==> src/rtl/gerador_eco_cm_if.sv <==
// -----------------------------------------------------------------------------
// gerador_eco_cm_if
// Bundle between a trigger/distance source and the echo emulator.
//
// Signals:
//   trigger    source -> emulator  trigger request, level
//   distancia  source -> emulator  BCD distance {hundreds, tens, units}
//   eco        emulator -> source  echo pulse
//   ocupado    emulator -> source  busy from accepted trigger through pronto
//   pronto     emulator -> source  1-cycle pulse after the echo completes
//   erro       emulator -> source  1-cycle pulse on an invalid BCD digit
//
// Modports:
//   master  the side that issues triggers (testbench, measurement chain)
//   slave   the echo emulator itself
// -----------------------------------------------------------------------------
interface gerador_eco_cm_if;
    logic        trigger;
    logic [11:0] distancia;
    logic        eco;
    logic        ocupado;
    logic        pronto;
    logic        erro;

    modport master (
        output trigger,
        output distancia,
        input  eco,
        input  ocupado,
        input  pronto,
        input  erro
    );

    modport slave (
        input  trigger,
        input  distancia,
        output eco,
        output ocupado,
        output pronto,
        output erro
    );
endinterface

==> src/rtl/gerador_eco_cm.sv <==
// -----------------------------------------------------------------------------
// gerador_eco_cm
// Ultrasonic sensor echo emulator. Accepts a trigger pulse of at least
// TRIG_MIN_TICKS cycles, latches a 3-digit BCD distance when the trigger
// falls, waits ECHO_DELAY cycles and then drives an echo pulse that is
// N*TICKS_PER_CM cycles wide, where N is the latched distance in cm.
//
// Ports:
//   clock   in   system clock, rising edge
//   reset   in   synchronous, active-high; wins over everything
//   bus     gerador_eco_cm_if.slave
//             trigger   in   trigger request, level, already synchronised
//             distancia in   BCD distance, sampled when the trigger is accepted
//             eco       out  echo pulse, registered
//             ocupado   out  high in ATRASO, ECO and FIM
//             pronto    out  1-cycle pulse after the echo completes
//             erro      out  1-cycle pulse when a latched digit is > 9
//
// Configuration macro:
//   ECO_TIMEOUT_EN  when defined, a latched distance above MAX_CM skips the
//                   BCD countdown and holds eco for exactly TIMEOUT_TICKS
//                   cycles (no-target behaviour of the real sensor).
//                   When undefined, MAX_CM and TIMEOUT_TICKS have no effect.
//
// All outputs are registered and decoded from the next state, so there is no
// combinational path from any input to any output.
// -----------------------------------------------------------------------------
module gerador_eco_cm #(
    parameter int unsigned TICKS_PER_CM   = 2941,
    parameter int unsigned TRIG_MIN_TICKS = 500,
    parameter int unsigned ECHO_DELAY     = 25000,
    parameter int unsigned MAX_CM         = 400,
    parameter int unsigned TIMEOUT_TICKS  = 1900000
) (
    input  logic            clock,
    input  logic            reset,
    gerador_eco_cm_if.slave bus
);

    // ------------------------------------------------------------------
    // State encoding
    // ------------------------------------------------------------------
    localparam logic [2:0] INICIAL   = 3'd0;
    localparam logic [2:0] ESPERA    = 3'd1;
    localparam logic [2:0] MEDE_TRIG = 3'd2;
    localparam logic [2:0] ERRO      = 3'd3;
    localparam logic [2:0] ATRASO    = 3'd4;
    localparam logic [2:0] ECO       = 3'd5;
    localparam logic [2:0] FIM       = 3'd6;

    // ------------------------------------------------------------------
    // Counter sizing. One shared counter times the delay, the per-cm tick
    // and (optionally) the timeout, since those phases never overlap.
    // ------------------------------------------------------------------
    localparam int unsigned TRIG_W   = $clog2(TRIG_MIN_TICKS + 1);
    localparam int unsigned DLY_TOP  = ECHO_DELAY - 1;
    localparam int unsigned TICK_TOP = TICKS_PER_CM - 1;
    localparam int unsigned BASE_TOP = (DLY_TOP > TICK_TOP) ? DLY_TOP : TICK_TOP;
`ifdef ECO_TIMEOUT_EN
    localparam int unsigned TMO_TOP  = TIMEOUT_TICKS - 1;
    localparam int unsigned CNT_TOP  = (TMO_TOP > BASE_TOP) ? TMO_TOP : BASE_TOP;
    // MAX_CM in BCD; for valid digits BCD order equals numeric order.
    localparam logic [11:0] MAX_BCD  = {4'(MAX_CM / 100), 4'((MAX_CM / 10) % 10), 4'(MAX_CM % 10)};
`else
    localparam int unsigned CNT_TOP  = BASE_TOP;
`endif
    localparam int unsigned CNT_W    = (CNT_TOP < 1) ? 1 : $clog2(CNT_TOP + 1);

    // Reject parameter sets the FSM cannot honour.
    if (TICKS_PER_CM < 1 || TRIG_MIN_TICKS < 1 || ECHO_DELAY < 1 ||
        MAX_CM > 999 || TIMEOUT_TICKS < 1) begin : g_param_invalid
        $error("gerador_eco_cm: invalid parameter set");
    end

    // ------------------------------------------------------------------
    // Registers
    // ------------------------------------------------------------------
    logic [2:0]        state_q, state_d;
    logic [TRIG_W-1:0] trig_q,  trig_d;
    logic [CNT_W-1:0]  cnt_q,   cnt_d;
    logic [11:0]       bcd_q,   bcd_d;
`ifdef ECO_TIMEOUT_EN
    logic              tmo_q,   tmo_d;
`endif
    logic              eco_q;
    logic              ocupado_q;
    logic              pronto_q;
    logic              erro_q;

    logic [11:0]       bcd_dec;
    logic              digito_inv;

    // Any digit of the incoming distance outside 0..9.
    assign digito_inv = (bus.distancia[11:8] > 4'd9) ||
                        (bus.distancia[7:4]  > 4'd9) ||
                        (bus.distancia[3:0]  > 4'd9);

    // BCD down-count by one: units borrow into tens, tens into hundreds.
    always_comb begin
        bcd_dec = bcd_q;
        if (bcd_q[3:0] != 4'd0) begin
            bcd_dec[3:0] = bcd_q[3:0] - 4'd1;
        end else begin
            bcd_dec[3:0] = 4'd9;
            if (bcd_q[7:4] != 4'd0) begin
                bcd_dec[7:4] = bcd_q[7:4] - 4'd1;
            end else begin
                bcd_dec[7:4]  = 4'd9;
                bcd_dec[11:8] = bcd_q[11:8] - 4'd1;
            end
        end
    end

    // ------------------------------------------------------------------
    // Next-state logic
    // ------------------------------------------------------------------
    always_comb begin
        state_d = state_q;
        trig_d  = trig_q;
        cnt_d   = cnt_q;
        bcd_d   = bcd_q;
`ifdef ECO_TIMEOUT_EN
        tmo_d   = tmo_q;
`endif
        case (state_q)
            INICIAL: begin
                state_d = ESPERA;
            end

            ESPERA: begin
                if (bus.trigger) begin
                    state_d = MEDE_TRIG;
                    trig_d  = TRIG_W'(1);
                end
            end

            MEDE_TRIG: begin
                if (bus.trigger) begin
                    if (trig_q < TRIG_W'(TRIG_MIN_TICKS)) begin
                        trig_d = trig_q + TRIG_W'(1);
                    end
                end else if (trig_q < TRIG_W'(TRIG_MIN_TICKS)) begin
                    // Too short: treated as a glitch.
                    state_d = ESPERA;
                end else begin
                    bcd_d   = bus.distancia;
                    cnt_d   = '0;
                    state_d = digito_inv ? ERRO : ATRASO;
                end
            end

            ERRO: begin
                state_d = ESPERA;
            end

            ATRASO: begin
                if (cnt_q == CNT_W'(DLY_TOP)) begin
                    cnt_d = '0;
                    if (bcd_q == 12'h000) begin
                        state_d = FIM;
                    end else begin
                        state_d = ECO;
`ifdef ECO_TIMEOUT_EN
                        tmo_d   = (bcd_q > MAX_BCD);
`endif
                    end
                end else begin
                    cnt_d = cnt_q + CNT_W'(1);
                end
            end

            ECO: begin
`ifdef ECO_TIMEOUT_EN
                if (tmo_q) begin
                    if (cnt_q == CNT_W'(TMO_TOP)) begin
                        cnt_d   = '0;
                        state_d = FIM;
                    end else begin
                        cnt_d = cnt_q + CNT_W'(1);
                    end
                end else
`endif
                if (cnt_q == CNT_W'(TICK_TOP)) begin
                    // One cm elapsed; the wrap that reaches 000 ends the echo.
                    cnt_d = '0;
                    bcd_d = bcd_dec;
                    if (bcd_q == 12'h001) begin
                        state_d = FIM;
                    end
                end else begin
                    cnt_d = cnt_q + CNT_W'(1);
                end
            end

            FIM: begin
                state_d = ESPERA;
            end

            default: begin
                state_d = INICIAL;
            end
        endcase
    end

    // ------------------------------------------------------------------
    // State and output registers
    // ------------------------------------------------------------------
    always_ff @(posedge clock) begin
        if (reset) begin
            state_q   <= INICIAL;
            trig_q    <= '0;
            cnt_q     <= '0;
            bcd_q     <= '0;
`ifdef ECO_TIMEOUT_EN
            tmo_q     <= 1'b0;
`endif
            eco_q     <= 1'b0;
            ocupado_q <= 1'b0;
            pronto_q  <= 1'b0;
            erro_q    <= 1'b0;
        end else begin
            state_q   <= state_d;
            trig_q    <= trig_d;
            cnt_q     <= cnt_d;
            bcd_q     <= bcd_d;
`ifdef ECO_TIMEOUT_EN
            tmo_q     <= tmo_d;
`endif
            // Decoding the next state keeps outputs aligned with state_q.
            eco_q     <= (state_d == ECO);
            ocupado_q <= (state_d == ATRASO) || (state_d == ECO) || (state_d == FIM);
            pronto_q  <= (state_d == FIM);
            erro_q    <= (state_d == ERRO);
        end
    end

    assign bus.eco     = eco_q;
    assign bus.ocupado = ocupado_q;
    assign bus.pronto  = pronto_q;
    assign bus.erro    = erro_q;

endmodule
==> src/flat_wrapper.sv <==
// flat-port wrapper written by rule: the top's interface ports become plain ports
module gerador_eco_cm_flat 
#(
    parameter int unsigned TICKS_PER_CM   = 2941,
    parameter int unsigned TRIG_MIN_TICKS = 500,
    parameter int unsigned ECHO_DELAY     = 25000,
    parameter int unsigned MAX_CM         = 400,
    parameter int unsigned TIMEOUT_TICKS  = 1900000
)
  (clock, reset, bus_trigger, bus_distancia, bus_eco, bus_ocupado, bus_pronto, bus_erro);
  gerador_eco_cm_if bus_i ();
  input  logic clock;
  input  logic reset;
  input wire logic [$bits(bus_i.trigger)-1:0] bus_trigger;
  input wire logic [$bits(bus_i.distancia)-1:0] bus_distancia;
  output wire logic [$bits(bus_i.eco)-1:0] bus_eco;
  output wire logic [$bits(bus_i.ocupado)-1:0] bus_ocupado;
  output wire logic [$bits(bus_i.pronto)-1:0] bus_pronto;
  output wire logic [$bits(bus_i.erro)-1:0] bus_erro;
  assign bus_i.trigger = bus_trigger;
  assign bus_i.distancia = bus_distancia;
  assign bus_eco = bus_i.eco;
  assign bus_ocupado = bus_i.ocupado;
  assign bus_pronto = bus_i.pronto;
  assign bus_erro = bus_i.erro;
  gerador_eco_cm #(.TICKS_PER_CM(TICKS_PER_CM), .TRIG_MIN_TICKS(TRIG_MIN_TICKS), .ECHO_DELAY(ECHO_DELAY), .MAX_CM(MAX_CM), .TIMEOUT_TICKS(TIMEOUT_TICKS)) u_core (.clock(clock), .reset(reset), .bus(bus_i));
endmodule
==> config.mk <==
export PLATFORM = sky130hd
export DESIGN_NAME = gerador_eco_cm_flat
export DESIGN_NICKNAME = d
export VERILOG_FILES = /design/src/rtl/gerador_eco_cm_if.sv /design/src/rtl/gerador_eco_cm.sv /design/src/flat_wrapper.sv
export SDC_FILE = /design/constraint.sdc
export NUM_CORES = 1
export LEC_CHECK = 0
export BUFFER_PORTS_ARGS = -buffer_cell sky130_fd_sc_hd__buf_2
export CAP_MARGIN = 20
export CORE_UTILIZATION = 41
export DETAILED_ROUTE_END_ITERATION = 7
export PLACE_DENSITY_LB_ADDON = 0.2
export SYNTH_ARGS = -nofsm -noshare
export SYNTH_HDL_FRONTEND = slang
export SYNTH_SLANG_ARGS = --single-unit
export TNS_END_PERCENT = 100
==> constraint.sdc <==
create_clock -name clock -period 3.72 [get_ports clock]
set_input_delay 0.186 -clock clock [delete_from_list [all_inputs] [get_ports clock]]
set_output_delay 0.186 -clock clock [all_outputs]
set_load 0.02 [all_outputs]
==> results.toml <==
[timing]
finalCriticalPeriod_ns = 2.33
slew_violations = 0
tightestPinTransition_ns = 0.631
hold_violations = 0
setup_violations = 0
tns_ns = 0
fmax_mhz = 430
grt_setup_unrepaired = "false"
skew_ns = 0.00675
slew-limit-headroom_pct = 57.8
period_share_pct = 62.6

[yosys]
syn_area_um2 = 2500
synthCells = 302
synthFlopType = "dfxtp_1"
synth_cell_types = 64
muxShareOfSynthArea_pct = 0.851
synthXorXnorAreaFrac_pct = 7.01
ys_warn_count = 0
synth_top_family_by_area = "simple AND/OR/NAND/NOR gates"
synth_compound_area_share_pct = 18.7
synthArstFlopShare_pct = 0
synth-adder-area-share_pct = 2.50
seq_area_frac_synth_pct = 34.5
syn_avg_cell_area_um2 = 8.27
synth-simple-area-share_pct = 30.2
synth-edff-count = 0
syn_nets = 322
ys_seq_elements = 43

[pwr]
power-per-cell-area_nw_per_um2 = 318
irDropWorstVdd_v = 0.000172
power.leakage_nw = 0.866

[placed_design]
dp.cells = 381
gp_congestion = 0.810
place_hpwl_um = 3760
portBuffers = 18

[grt]
grt_max_degree = 19
overflow = 0
grt_usage_pct = 18.0
grt_pass1_wl_um = 9070
antenna_found_initial = 0
grt_pass1_vias = 1988

[detailed_routing]
vias = 2139
wl_per_cell_um = 13.7
drc_errors = 0
wirelength_um = 5340
via_per_inst = 5.50
final_antenna_net_count = 0
detail_route.iter0.violations = 103
dr.pass1.iters = 6

[worst_setup_path]
worst_r2r_endpoint = "u_core.bcd_q[10]$_SDFFE_PP0P_"
rrSetupSlack_ns = 1.39
crit_arrival_ns = 2.55
startpoint_type = "register"
crit_fanout = 13
critPathCaptureType = "register"
path_class = "register to register"
r2r-start = "u_core.state_q[0]$_SDFF_PP0_"
critPathBufInv = 1
critical_path_required_ns = 3.95
rr_worst_depth = 5
cpPeakStageDelay_ns = 0.57
crit_path_top_delay_cell = "dfxtp_1"
crit_family = "simple AND/OR/NAND/NOR gates"
path_cells = "nand3b_1 -> buf_4 -> o21a_1 -> or3_1 -> a21oi_1"

[clocking]
cts_hold_buf = 0
cts.htree.levels = 2
cts_num_sinks = 43
cts_resized = 0
clkTransAtPathRegs_ns = 0.08
clockBufferDepth = 2
clk_latency_ns = 0.29
cts_buffers = 5
cts_setup_buffers = 0
clock-root-buffer = "clkbuf_8"
cts_tree = "built"

[finish]
layout-drive-gt1-share_pct = 12.7
regArea_um2 = 861
nets = 333
multi_input_area_um2 = 1480
area_growth_pct = 6.66
diodes = 0
fill_cells = 595
finalNonFillerCells = 389

[die]
start_util_pct = 42.5
ios = 19
fp.dieArea_um2 = 6410
coreArea_um2 = 5890
die_x_um = 80.1
chipHeight_um = 80.1
rows = 28

[status]
status = "finished clean"

[worst_hold_path]
hp-class = "input pin to register"
holdPathEnd = "u_core.bcd_q[0]$_SDFFE_PP0P_"
min_path_cells = 3
hold_start = "bus_distancia[0]"

[flow_run]
cap_violations = 0
-- placed cells by master (no fill, tap or decap), types with 2 or more instances in the layout --
master      n
xnor2_1    19
nand3_1    15
nand2_1    22
a2111oi_0   2
and3_1      2
nor2_1     35
nand2b_1    4
nor4_1      6
nor2b_1     2
ha_1        5
o31ai_1     3
dfxtp_1    43
a31oi_1     2
or4_1       2
nor3b_1     6
nor3_1     14
nand3b_1    2
nand4b_1    4
clkbuf_8    7
and4b_1     2
a21oi_1    24
o21ai_0    18
and4_1      3
and2_1      2
nand4_1     5
buf_2      18
inv_1       8
o211ai_1    2
o21a_1      2
a211oi_1    5
-- metrics by stage --
| step | setup WS, ns | hold slack [ns] | power (mW) | instance area [um^2] | utilization (%) |
|---|---|---|---|---|---|
| floorplan | 1.71 | 0.346 | 0.516 | 2500 | - |
| global placement | 1.49 | 0.455 | 0.529 | 2560 | 43.6 |
| detailed placement | 1.42 | 0.465 | 0.529 | 2560 | 43.6 |
| CTS | 1.39 | 0.160 | 0.857 | 2670 | 45.3 |
| global route | 1.21 | 0.163 | 0.885 | 2670 | 45.3 |
| finish | 1.39 | 0.165 | 0.847 | 2670 | 45.3 |
-- flip-flops by register name, indices dropped and copies added (netlist names) --
name / flops
u_core.cnt_q: 15
u_core.bcd_q: 12
u_core.state_q: 3
u_core.trig_q: 9
u_core.bus.eco: 1
u_core.bus.erro: 1
u_core.bus.ocupado: 1
u_core.bus.pronto: 1
-- worst max-delay path by stage --
| stage | cells after the start | end | startpoint |
|---|---|---|---|
| after global placement | 5 | u_core.bcd_q[10]$_SDFFE_PP0P_ | u_core.state_q[0]$_SDFF_PP0_ |
| after detailed placement | 5 | u_core.bcd_q[10]$_SDFFE_PP0P_ | u_core.state_q[0]$_SDFF_PP0_ |
| after floorplan | 7 | u_core.bcd_q[9]$_SDFFE_PP0P_ | u_core.state_q[2]$_SDFF_PP0_ |
| after CTS | 5 | u_core.bcd_q[10]$_SDFFE_PP0P_ | u_core.state_q[0]$_SDFF_PP0_ |
| after global routing | 5 | u_core.bcd_q[10]$_SDFFE_PP0P_ | u_core.state_q[0]$_SDFF_PP0_ |
| final | 5 | u_core.bcd_q[10]$_SDFFE_PP0P_ | u_core.state_q[0]$_SDFF_PP0_ |
-- cell families after synthesis --
group           after synthesis
xor+xnor                     20
buf+inv                      23
simple gates                137
mux                           2
compound gates               72
fa+ha+maj                     5
flops                        43
-- cell type report --
type | count | share of cell area, %
Sequential cell | 43 | 32.3
Multi-Input combinational cell | 236 | 55.6
Clock buffer | 8 | 3.76
Tap cell | 75 | 3.52
Timing Repair Buffer | 19 | 3.66
Inverter | 8 | 1.13
-- worst min-delay path, delay by kind of cell --
kind	cells	cell delay (ns)
buffers and inverters	1	0.11
and+or+nand+nor	1	0.05
AOI/OAI and AO/OA	1	0.07
-- synth_stat cells (5+ instances only) --
library cell,number,area [um^2]
a211oi_1,5,37.5
a21oi_1,24,120
dfxtp_1,43,861
ha_1,5,62.6
inv_1,8,30.0
nand2_1,22,82.6
nand3_1,15,75.1
nand4_1,5,31.3
nor2_1,35,131
nor3_1,14,70.1
nor3b_1,6,45.0
nor4_1,6,37.5
o21ai_0,18,90.1
xnor2_1,19,166
-- layer usage --
| layer | global-route usage (%) | wire (um) |
|---|---|---|
| met1 | 24.1 | 2660 |
| met2 | 29.3 | 2440 |
| met3 | 3.07 | 188 |
| met4 | 5.36 | 52 |
| met5 | 0 | 0 |
-- power by group --
| group | internal [mW] | switching [mW] | total (mW) |
|---|---|---|---|
| Combinational | 0.0198 | 0.0292 | 0.0490 |
| Clock | 0.170 | 0.159 | 0.329 |
| Sequential | 0.463 | 0.00630 | 0.469 |
No activity file was read; power rests on OpenSTA's default activity.
